`config.mk`:
```
export PLATFORM = sky130hd
export DESIGN_NAME = fp_csub_pipe
export DESIGN_NICKNAME = d
export VERILOG_FILES = /design/src/rtl/fp_pkg.sv /design/src/rtl/fp_lzc.sv /design/src/rtl/fp_csub_pipe.sv
export SDC_FILE = /design/constraint.sdc
export NUM_CORES = 1
export LEC_CHECK = 0
export BUFFER_PORTS_ARGS = -buffer_cell sky130_fd_sc_hd__buf_2
export CORE_ASPECT_RATIO = 1.25
export CORE_MARGIN = 1.5
export CORE_UTILIZATION = 56
export DETAILED_ROUTE_END_ITERATION = 6
export PLACE_DENSITY = 0.81
export SLEW_MARGIN = 5
export SYNTH_ARGS = -nofsm -noshare
export SYNTH_HDL_FRONTEND = slang
export SYNTH_HIERARCHICAL = 1
export SYNTH_SLANG_ARGS = --single-unit
```
`constraint.sdc`:
```
create_clock -name clk -period 5.4 [get_ports clk]
set_input_delay 1.08 -clock clk [delete_from_list [all_inputs] [get_ports clk]]
set_output_delay 1.08 -clock clk [all_outputs]
set_load 0.01 [all_outputs]
```
`src/rtl/fp_pkg.sv`:
```
// Shared single-precision types, constants and helpers
// for the constant-minus-operand pipeline.
package fp_pkg;

    typedef struct packed {
        logic        sign;
        logic [7:0]  exp;
        logic [22:0] frac;
    } float_t;

    localparam int          FP_BIAS = 127;
    localparam logic [31:0] FP_QNAN = 32'h7FC0_0000;
    localparam logic [31:0] FP_PINF = 32'h7F80_0000;
    localparam logic [31:0] FP_NINF = 32'hFF80_0000;

    function automatic logic fp_is_nan(input float_t f);
        return (&f.exp) && (|f.frac);
    endfunction

    function automatic logic fp_is_inf(input float_t f);
        return (&f.exp) && !(|f.frac);
    endfunction

    function automatic logic fp_is_zero_or_denorm(input float_t f);
        return ~|f.exp;
    endfunction

    // aligned operands: A larger magnitude, B shifted with sticky in bit 0
    typedef struct packed {
        logic        valid;
        logic        spec;
        logic [31:0] spec_res;
        logic        err;
        logic        sign;
        logic [7:0]  exp;
        logic        eff_sub;
        logic [26:0] ma;
        logic [26:0] mb;
    } s1_t;

    // raw magnitude sum with carry bit 27
    typedef struct packed {
        logic        valid;
        logic        spec;
        logic [31:0] spec_res;
        logic        err;
        logic        sign;
        logic [7:0]  exp;
        logic        zero;
        logic [27:0] sum;
    } s2_t;

    // final packed result
    typedef struct packed {
        logic        valid;
        logic        err;
        logic [31:0] res;
    } s3_t;

endpackage

```
`src/rtl/fp_lzc.sv`:
```
// 28-bit leading-zero counter, combinational.
// An all-zero input reports 28.
module fp_lzc (
    input  logic [27:0] a,
    output logic [4:0]  cnt
);

    // highest set bit wins, scanning upward
    always_comb begin
        cnt = 5'd28;
        for (int i = 0; i < 28; i++) begin
            if (a[i]) cnt = 5'(27 - i);
        end
    end

endmodule

```
`src/rtl/fp_csub_pipe.sv`:
```
// Three-stage IEEE-754 single K - x unit with
// valid/ready stall, RNE rounding and sideband delay.
module fp_csub_pipe
    import fp_pkg::*;
#(
    parameter logic [31:0] K_BITS = 32'h3FC0_0000,
    parameter int          SB_W   = 32
) (
    input  logic            clk,
    input  logic            rst,
    input  logic            valid_in,
    output logic            ready_out,
    input  logic [31:0]     x_in,
    input  logic [SB_W-1:0] sb_in,
    input  logic            error_in,
    output logic            valid_out,
    input  logic            ready_in,
    output logic [31:0]     res_out,
    output logic [SB_W-1:0] sb_out,
    output logic            error_out
);

    if (K_BITS[30:23] == 8'h00 || K_BITS[30:23] == 8'hFF) begin : g_bad_k
        $error("fp_csub_pipe: K_BITS must be normal and finite");
    end
    if (SB_W < 1) begin : g_bad_sb
        $error("fp_csub_pipe: SB_W must be at least 1");
    end

    localparam float_t K = K_BITS;

    logic            en;
    s1_t             s1_d, s1_q;
    s2_t             s2_d, s2_q;
    s3_t             s3_d, s3_q;
    logic [SB_W-1:0] sb1_q, sb2_q, sb3_q;

    assign en        = !s3_q.valid || ready_in;
    assign ready_out = en;
    assign valid_out = s3_q.valid;
    assign res_out   = s3_q.valid ? s3_q.res : '0;
    assign sb_out    = s3_q.valid ? sb3_q : '0;
    assign error_out = s3_q.valid & s3_q.err;

    float_t      xf, nx, a, b;
    logic [7:0]  d;
    logic [26:0] mb_raw, mb_sh, mask;

    // stage 1: negate x, order by magnitude, align B to A
    always_comb begin
        xf = x_in;
        nx = xf;
        nx.sign = ~xf.sign;
        if ({nx.exp, nx.frac} > {K.exp, K.frac}) begin
            a = nx;
            b = K;
        end else begin
            a = K;
            b = nx;
        end
        d      = a.exp - b.exp;
        mb_raw = {1'b1, b.frac, 3'b000};
        mb_sh  = '0;
        mask   = '0;
        s1_d          = '0;
        s1_d.valid    = valid_in;
        s1_d.err      = error_in;
        s1_d.sign     = a.sign;
        s1_d.exp      = a.exp;
        s1_d.eff_sub  = a.sign ^ b.sign;
        s1_d.ma       = {1'b1, a.frac, 3'b000};
        if (d >= 8'd27) begin
            s1_d.mb = 27'd1;
        end else begin
            mb_sh   = mb_raw >> d;
            mask    = (27'd1 << d) - 27'd1;
            s1_d.mb = {mb_sh[26:1], mb_sh[0] | (|(mb_raw & mask))};
        end
        unique case (1'b1)
            fp_is_nan(xf): begin
                s1_d.spec     = 1'b1;
                s1_d.spec_res = FP_QNAN;
                s1_d.err      = 1'b1;
            end
            fp_is_inf(xf): begin
                s1_d.spec     = 1'b1;
                s1_d.spec_res = xf.sign ? FP_PINF : FP_NINF;
                s1_d.err      = 1'b1;
            end
            fp_is_zero_or_denorm(xf): begin
                s1_d.spec     = 1'b1;
                s1_d.spec_res = K_BITS;
            end
            default: ;
        endcase
    end

    // stage 1 register
    always_ff @(posedge clk) begin
        if (rst) begin
            s1_q  <= '0;
            sb1_q <= '0;
        end else if (en) begin
            s1_q  <= s1_d;
            sb1_q <= sb_in;
        end
    end

    logic [27:0] sum;

    // stage 2: magnitude add or subtract, exact zero is +0
    always_comb begin
        if (s1_q.eff_sub) sum = {1'b0, s1_q.ma} - {1'b0, s1_q.mb};
        else              sum = {1'b0, s1_q.ma} + {1'b0, s1_q.mb};
        s2_d          = '0;
        s2_d.valid    = s1_q.valid;
        s2_d.spec     = s1_q.spec;
        s2_d.spec_res = s1_q.spec_res;
        s2_d.err      = s1_q.err;
        s2_d.exp      = s1_q.exp;
        s2_d.sum      = sum;
        s2_d.zero     = ~|sum;
        s2_d.sign     = s1_q.sign & (|sum);
    end

    // stage 2 register
    always_ff @(posedge clk) begin
        if (rst) begin
            s2_q  <= '0;
            sb2_q <= '0;
        end else if (en) begin
            s2_q  <= s2_d;
            sb2_q <= sb1_q;
        end
    end

    logic [4:0]         lz, sh;
    logic [26:0]        m;
    logic signed [9:0]  e;
    logic               rup;
    logic [24:0]        rnd;
    logic [22:0]        frac;

    fp_lzc u_lzc (
        .a   (s2_q.sum),
        .cnt (lz)
    );

    // stage 3: normalise, round to nearest even, pack
    always_comb begin
        sh = lz - 5'd1;
        m  = '0;
        e  = '0;
        if (s2_q.sum[27]) begin
            m = {s2_q.sum[27:2], |s2_q.sum[1:0]};
            e = $signed({2'b00, s2_q.exp}) + 10'sd1;
        end else begin
            m = s2_q.sum[26:0] << sh;
            e = $signed({2'b00, s2_q.exp}) - $signed({5'b00000, sh});
        end
        rup  = m[2] & (m[1] | m[0] | m[3]);
        rnd  = {1'b0, m[26:3]} + {24'b0, rup};
        frac = rnd[22:0];
        if (rnd[24]) begin
            e    = e + 10'sd1;
            frac = rnd[23:1];
        end
        s3_d       = '0;
        s3_d.valid = s2_q.valid;
        s3_d.err   = s2_q.err;
        if (s2_q.spec) begin
            s3_d.res = s2_q.spec_res;
        end else if (s2_q.zero) begin
            s3_d.res = '0;
        end else if (e >= 10'sd255) begin
            s3_d.res = {s2_q.sign, 8'hFF, 23'b0};
            s3_d.err = 1'b1;
        end else if (e <= 10'sd0) begin
            s3_d.res = '0;
        end else begin
            s3_d.res = {s2_q.sign, e[7:0], frac};
        end
    end

    // stage 3 register
    always_ff @(posedge clk) begin
        if (rst) begin
            s3_q  <= '0;
            sb3_q <= '0;
        end else if (en) begin
            s3_q  <= s3_d;
            sb3_q <= sb2_q;
        end
    end

endmodule

```
==> reports/results.md, run 1 <==
| Group | Quantity | Reported |
|:---|:---|:---|
| outcome | Status | finished clean |
| die | Rows | 70 |
| grt | Maximum number of pins on one net before global-route repair | 191 |
| cts | Clk_lat worst skew | 550 ps |
| drt | Final routed wire length divided by cell count | 18.6 um |
| setup path | Maximum fanout encountered on the critical timing path | 22 |
| layout | Final standard cell count with taps included and fillers excluded | 2784 |
| synth | Part of the Yosys area used for sequential elements | 28.6% |
| synth | Synth area leader | dfxtp_1 |
| synth | Synthesis Warnings | 6 |
| die | DIE AREA | 31200 um^2 |
| layout | Highest-count cells in the layout ignoring fill and taps | nand2_1 (393), a21oi_1 (245), dfxtp_1 (239) |
| layout | Area Growth Syn to Fin | 15.3% |
| drt | Iteration count of the initial detailed-routing pass | 5 |
| sta | Number of failing hold endpoints at the final stage | 0 |
| grt | Overflow after GRT | 0 |
| sta | Worst-case clock skew | 17.2 ps |
| drt | Number of vias in the routed layout | 17000 |
| drt | Post-detailed-route DRC marker count | 0 |
| flow run | Count of max-cap constraint violations | 0 |
| synth | Number of cells produced by synthesis | 2242 |
| drt | Average vias per placed instance | 6.12 |
| placement | Number of port buffers | 135 |
| synth | Main synth FF type | dfxtp_1 |
| synth | Avg Synthesized Cell Area | 7.53 um^2 |
| synth | Proportion of synthesized flip-flops having asynchronous set or reset | 0% |
| setup path | Worst EP required | 5800 ps |
| grt | Number of antenna violations at the first check in global routing | 2 |
| synth | Register bit count reported by yosys | 241 |
| sta | Max-slew headroom at the worst pin | 23.7% |
| drt | Iteration-0 DRC count of the detailed router | 1499 |
| sta | Sum of negative setup slack | 0 ps |
| setup path | Nature of the critical path startpoint | flop |
| sta | Final clock period utilization by the worst path | 96.6% |
| cts | Number of buffers inserted during clock tree synthesis | 25 |
| grt | Via count of the first global-routing pass | 15700 |
| synth | Share of the synthesized area in the top cell type | 28.6% |
| grt | Global-route wire length before repair | 81500 um |
| die | Width of the chip | 158 um |
| setup path | Path type of the worst setup path | reg -> reg |
| power | Power density of the placed cells | 342 nW/um^2 |
| sta | Number of slew-limit violations in the final report | 0 |
| power | Highest ir drop seen on vdd | 0.256 mV |
| setup path | Critical path capture point type | flop |
| synth | Distinct cell type count of the synthesized netlist | 103 |
| grt | Met2 GRT Util | 55.2% |
| die | I/O pin cnt | 136 |
| placement | RePlAce Congestion | 0.995 |
| sta | Setup-violating endpoint count in the final report | 0 |
| grt | Global-route track usage on met1 | 39.9% |
| cts | Bufs on Longest Clock Path | 3 |
| min path | Startpoint of the lowest-slack hold path | s3_q[17] |
| synth | Nets in the synthesized netlist | 2371 |
| cts | Total of hold buffers inserted after clock tree synthesis | 0 |
| cts | CTS root buffer | clkbuf_16 |
| die | Total core area | 29400 um^2 |
| layout | Commonest non-fill, non-tap cell in the layout | nand2_1 |
| layout | Number of nets in the final layout | 2497 |
| synth | Netlist Area Pre-Place | 16900 um^2 |
| setup path | Data arrival, critical path | 5610 ps |
| drt | Number of routed nets with antenna violations | 0 |
| grt | Busiest layer in global routing | met2 |
| die | Starting Density | 57.3% |
| sta | Crit path time final | 5220 ps |
| synth | EDFF count, synth | 0 |
| cts | Number of clock sinks | 241 |
| cts | Clock-pin slew on the worst setup and hold paths | 60 ps |
| placement | Post-detail-place hpwl | 38000 um |
| grt | Global-route track usage on met3 | 3.88% |
| cts | CTS tree | built |
| min path | Path class of the lowest-slack min-delay path | reg -> reg |
| synth | Top area cells in the synthesized netlist | dfxtp_1 (29%), nand2_1 (8.7%), a21oi_1 (7.3%), ha_1 (4.3%), nor2_1 (4.1%) |
| drt | Total wirelength of the detailed-routed design | 51600 um |
| sta | Max Clk Rate | 192 MHz |
| grt | Aggregate global-route resource usage | 32.4% |
| power | Pleak | 0.00791 uW |
| setup path | FF-to-FF Start | s2_q[21] |
| cts | Number of levels the H-tree was split into | 1 |
| setup path | Launch point of the worst path | s2_q[21] |
| placement | Post-placement cell count | 2725 |
| die | Die Y-Extent | 197 um |
| sta | Slew @ Worst Pin | 1140 ps |
| layout | Fraction of layout cells with a size suffix above 1 | 17.7% |
-- Yosys cell counts (7+ instances only) --
master and n:
nand3_1 67, o22ai_1 11, dfxtp_1 241, nand2_1 393, inv_1 77, o21a_1 10
nand4_1 13, xnor2_1 41, ha_1 58, nor2_1 185, nor4_1 29, o31ai_1 16
a211oi_1 45, a21o_1 16, o2bb2ai_1 12, nor2b_1 24, and2_1 76, o211ai_1 20
o21ai_0 78, or3_1 20, a21oi_1 247, a31oi_1 14, a2111oi_0 8, and3_1 13
nor3_1 50, xor2_1 19, buf_1 25, mux2i_1 47, mux2_2 24, o41ai_1 7
buf_6 7, a221oi_1 10, mux4_2 30, buf_2 11, o31a_1 8, nand2b_1 12
a22oi_1 22, clkbuf_1 111, o21bai_1 11
-- what timing repair did --
item                                    CTS  global route
setup buffers                             1            10
endpoints found under the setup margin    7            32
gates resized for setup                   0            42
cloned                                    0             1
pin swaps                                 1            12
-- kinds of logic after synthesis --
kind of cell | Yosys count | synth area share [%]
fa+ha+maj | 61 | 4.60
buf+inv | 236 | 5.70
xor+xnor | 62 | 3.31
flops | 241 | 28.6
simple gates | 925 | 25.6
compound gates | 615 | 23.7
mux | 102 | 8.46
-- sequential cells by signal, summed over array words and instances, names as in the netlist --
name	flops
sb2_q	32
s3_q	33
sb3_q	32
sb1_q	32
s1_q	67
s2_q	44
valid_out	1
-- cell type report --
class                           instances  area [um^2]
Clock inverter                         12          139
Antenna cell                            2         5.00
Tap cell                              396          495
Inverter                               80          314
Multi-Input combinational cell       1765        11300
Timing Repair Buffer                  255         1680
Fill cell                            2573         9970
Sequential cell                       241         4830
Clock buffer                           33          676
-- per-stage QoR --
stage | total power, uW | hold WS, ps | utilization [%] | setup slack [ps] | cell area (um^2)
2_1_floorplan | 3880 | 417 | - | 33.0 | 16900
5_1_grt | 6970 | 466 | 66.1 | -13.1 | 19500
4_1_cts | 6470 | 445 | 65.1 | 17.2 | 19200
3_5_place_dp | 4750 | 437 | 62.3 | -41.8 | 18300
3_3_place_gp | 4730 | 430 | 62.3 | 40.1 | 18300
6_report | 6650 | 441 | 66.1 | 184 | 19500
-- critical path, stage by stage (launching register included) --
cell and delay [ps]:
dfxtp_1 460, buf_4 190, a21oi_1 60, o311ai_1 340, buf_4 190, a21oi_4 30
inv_1 130, ha_4 160, xor2_2 210, buf_4 190, nand3_1 130, buf_4 170
a2111oi_1 480, buf_4 200, o211ai_1 140, nor3_4 340, buf_4 180, nand3_4 100
nor3_4 180, buf_12 150, nand4_1 130, a211o_1 330, o21a_1 210, nand2_1 110
buf_12 160, o31ai_1 80
-- layer usage --
layer	vias to the layer above	wire, um
li1	8264	-
met1	7979	20900
met2	629	25300
met3	155	2650
met4	0	2720
met5	-	0
-- final timing paths --
kind / depth (start not counted) / end / slack (ps)
setup reg to reg: 25 / s3_q[12] / 180
hold reg to reg: 2 / s3_q[17] / 440
setup / recovery: 25 / s3_q[12] / 180
hold / removal: 2 / s3_q[17] / 440
-- power breakdown --
part	leakage [uW]	switching, uW	total [uW]	internal [uW]
clock network	0.000406	736	1720	988
registers	0.00198	87.6	1990	1910
logic	0.00553	1660	2930	1270
total	0.00791	2480	6650	4170
Note: power is estimated with default switching activity, not from simulation.
==> run 2, diff against run 1 <==
--- a/config.mk
+++ b/config.mk
@@ -6,11 +6,13 @@
 export NUM_CORES = 1
 export LEC_CHECK = 0
 export BUFFER_PORTS_ARGS = -buffer_cell sky130_fd_sc_hd__buf_2
+export CELL_PAD_IN_SITES_DETAIL_PLACEMENT = 2
+export CELL_PAD_IN_SITES_GLOBAL_PLACEMENT = 2
 export CORE_ASPECT_RATIO = 1.25
 export CORE_MARGIN = 1.5
-export CORE_UTILIZATION = 56
+export CORE_UTILIZATION = 32
 export DETAILED_ROUTE_END_ITERATION = 6
-export PLACE_DENSITY = 0.81
+export PLACE_DENSITY = 0.78
 export SLEW_MARGIN = 5
 export SYNTH_ARGS = -nofsm -noshare
 export SYNTH_HDL_FRONTEND = slang
==> run 2 against run 1 <==
  * The flow now finishes with violations (negative setup slack)
  * Sequential power is essentially flat
  * Count of clock-buffer cells in the layout increased by 9
  * Hold slack improved by 8.1 ps
  * Flip-flop and latch count unchanged
  * Register-to-register slack got worse by 280 ps
  * Non-clock buffer count is 44 higher
  * Global-route usage shrank 7.5 points
  * Sequential share of layout area is 1.4 points lower
  * Die area rose by 74%
  * Critical endpoint unchanged
  * Largest cell class unchanged
==> reports/results.md, run 2 (synthesis gave the netlist of run 1 again) <==
| Group | Quantity | Reported |
|:---|:---|:---|
| grt | Number of antenna violations at the first check in global routing | 0 |
| drt | Iteration-0 DRC count of the detailed router | 825 |
| die | DIE AREA | 54100 um^2 |
| grt | Aggregate global-route resource usage | 24.9% |
| sta | Setup-violating endpoint count in the final report | 11 |
| setup path | Path type of the worst setup path | reg -> reg |
| sta | Final clock period utilization by the worst path | 102% |
| sta | Crit path time final | 5500 ps |
| drt | Iteration count of the initial detailed-routing pass | 5 |
| die | Width of the chip | 208 um |
| layout | Final core utilization | 40.0% |
| setup path | Critical path capture point type | flop |
| die | Starting Density | 32.6% |
| sta | Max Clk Rate | 182 MHz |
| sta | Max-slew headroom at the worst pin | 6.67% |
| sta | Slew @ Worst Pin | 1390 ps |
| layout | Largest registers | s1_q: 67 flops, s2_q: 44 flops, s3_q: 33 flops |
| sta | Worst-case clock skew | 20.1 ps |
| grt | Met2 GRT Util | 46.9% |
| sta | Sum of negative setup slack | -498 ps |
| drt | Number of vias in the routed layout | 17800 |
| die | I/O pin cnt | 136 |
| grt | Maximum number of pins on one net before global-route repair | 191 |
| sta | Number of slew-limit violations in the final report | 0 |
| cts | Number of buffers inserted during clock tree synthesis | 28 |
| sta | Unrepaired setup endpoints after global routing | yes |
| cts | Number of clock sinks | 241 |
| setup path | Data arrival, critical path | 5990 ps |
| outcome | Status | finished, violations left |
| grt | Busiest layer in global routing | met2 |
| cts | Clk_lat worst skew | 580 ps |
| setup path | Maximum fanout encountered on the critical timing path | 11 |
| drt | Total wirelength of the detailed-routed design | 71800 um |
| placement | Post-detail-place hpwl | 51300 um |
| die | Total core area | 51800 um^2 |
| grt | Overflow after GRT | 0 |
| grt | Global-route track usage on met3 | 1.87% |
| grt | Via count of the first global-routing pass | 19200 |
| grt | Global-route track usage on met1 | 29.0% |
| grt | Global-route wire length before repair | 109000 um |
| layout | Fraction of layout cells with a size suffix above 1 | 21.2% |
| layout | Area Growth Syn to Fin | 22.8% |
| cts | Clock-pin slew on the worst setup and hold paths | 60 ps |
| layout | Commonest non-fill, non-tap cell in the layout | nand2_1 |
| layout | Filler instances | 5939 |
| min path | Startpoint of the lowest-slack hold path | sb3_q[22] |
| die | Die Y-Extent | 260 um |
| placement | Number of port buffers | 135 |
| power | Power density of the placed cells | 371 nW/um^2 |
| cts | Bufs on Longest Clock Path | 3 |
| power | Highest ir drop seen on vdd | 0.231 mV |
| power | Total power draw | 7680 uW |
| layout | Number of nets in the final layout | 2544 |
| cts | CTS tree | built |
| sta | Final setup margin | -99.0 ps |
| sta | Post-Route Hold Slack | 449 ps |
| cts | Number of levels the H-tree was split into | 1 |
| cts | Total of hold buffers inserted after clock tree synthesis | 0 |
| drt | Post-detailed-route DRC marker count | 0 |
| setup path | FF-to-FF Start | s2_q[10] |
| outcome | Failing checks | negative setup slack |
| setup path | Nature of the critical path startpoint | flop |
| placement | RePlAce Congestion | 0.912 |
| drt | Average vias per placed instance | 5.72 |
| sta | Number of failing hold endpoints at the final stage | 0 |
| flow run | Count of max-cap constraint violations | 0 |
| setup path | Worst EP required | 5890 ps |
| die | Rows | 93 |
| layout | Register containing the most flip-flops in the final layout | s1_q |
| power | Pleak | 0.00835 uW |
| drt | Final routed wire length divided by cell count | 23.1 um |
| cts | CTS root buffer | clkbuf_16 |
| layout | Flip-flop count of the largest register, all copies and words added | 67 |
| min path | Path class of the lowest-slack min-delay path | reg -> reg |
| setup path | Launch point of the worst path | s2_q[10] |
| placement | Post-placement cell count | 3025 |
| layout | Final standard cell count with taps included and fillers excluded | 3103 |
| drt | Number of routed nets with antenna violations | 0 |
| layout | Highest-count cells in the layout ignoring fill and taps | nand2_1 (391), a21oi_1 (246), dfxtp_1 (229) |
==> run 2: changes by cell type in the layout (fill, tap and decap cells not counted), sizes merged <==
cell / before / now
buf: 254 / 297
clkbuf: 34 / 44
clkinv: 8 / 5
bufinv: 2 / 4
diode: 2 / 1
inv: 81 / 80
==> run 2: routing by layer <==
| layer | vias up | part of all wire [%] |
|---|---|---|
| met4 | 0 | 4.2 |
| met3 | 140 | 2.5 |
| met2 | 354 | 53 |
| met5 | - | 0 |
| li1 | 8346 | - |
| met1 | 8911 | 40 |
==> run 2: worst paths after layout <==
check	endpoint	slack [ps]	depth (start not counted)
worst max-delay path	s3_q[12]	-100	21
worst min-delay path	sb3_q[22]	450	2
worst max register to register	s3_q[12]	-100	21
worst min register to register	sb3_q[22]	450	2
==> run 2: repair_timing <==
action / CTS / global route
resized for setup: 33 / 77
endpoints found under the setup margin: 32 / 32
cloned: 1 / 2
buffers inserted: 9 / 13
pin swaps: 17 / 23
==> run 2: worst max-delay path: stages (launching register included) <==
cell and delay [ps]:
dfxtp_1 340, buf_4 210, nor4_2 220, a21boi_2 240
o21ai_1 80, a31oi_1 210, buf_4 250, xor2_4 220
mux4_2 590, a2111oi_4 340, or3b_4 420, or3_4 450
nor3_4 340, buf_6 160, a21oi_2 80, buf_4 160
nor3_4 220, o21a_1 210, nand2_2 100, buf_6 140
buf_12 140, o31ai_1 260
==> run 2: through the flow <==
| step | area (um^2) | worst slack, ps |
|---|---|---|
| 6_report | 20700 | -99.0 |
| 5_1_grt | 20700 | -276 |
| 4_1_cts | 20200 | 2.28 |
| 3_5_place_dp | 18900 | -559 |
| 3_3_place_gp | 18900 | 27.6 |
| 2_1_floorplan | 16900 | 33.0 |
==> run 2: layout make-up <==
type                       count  area (um^2)  area share (%)
multi-input combinational   1765        11600            56.0
sequential                   241         4840            23.4
timing repair buffer         299         2080            10.0
clock buffer                  42          853            4.12
tap                          665          832            4.02
inverter                      80          310            1.50
clock inverter                10          185           0.894
antenna                        1         2.50          0.0121
==> run 2: power by group <==
part           switching [uW]  total [uW]  internal (uW)  leakage [uW]
combinational            2020        3560           1550       0.00586
clock                     825        2110           1290      0.000506
sequential                101        2010           1910       0.00198
total                    2940        7680           4740       0.00835
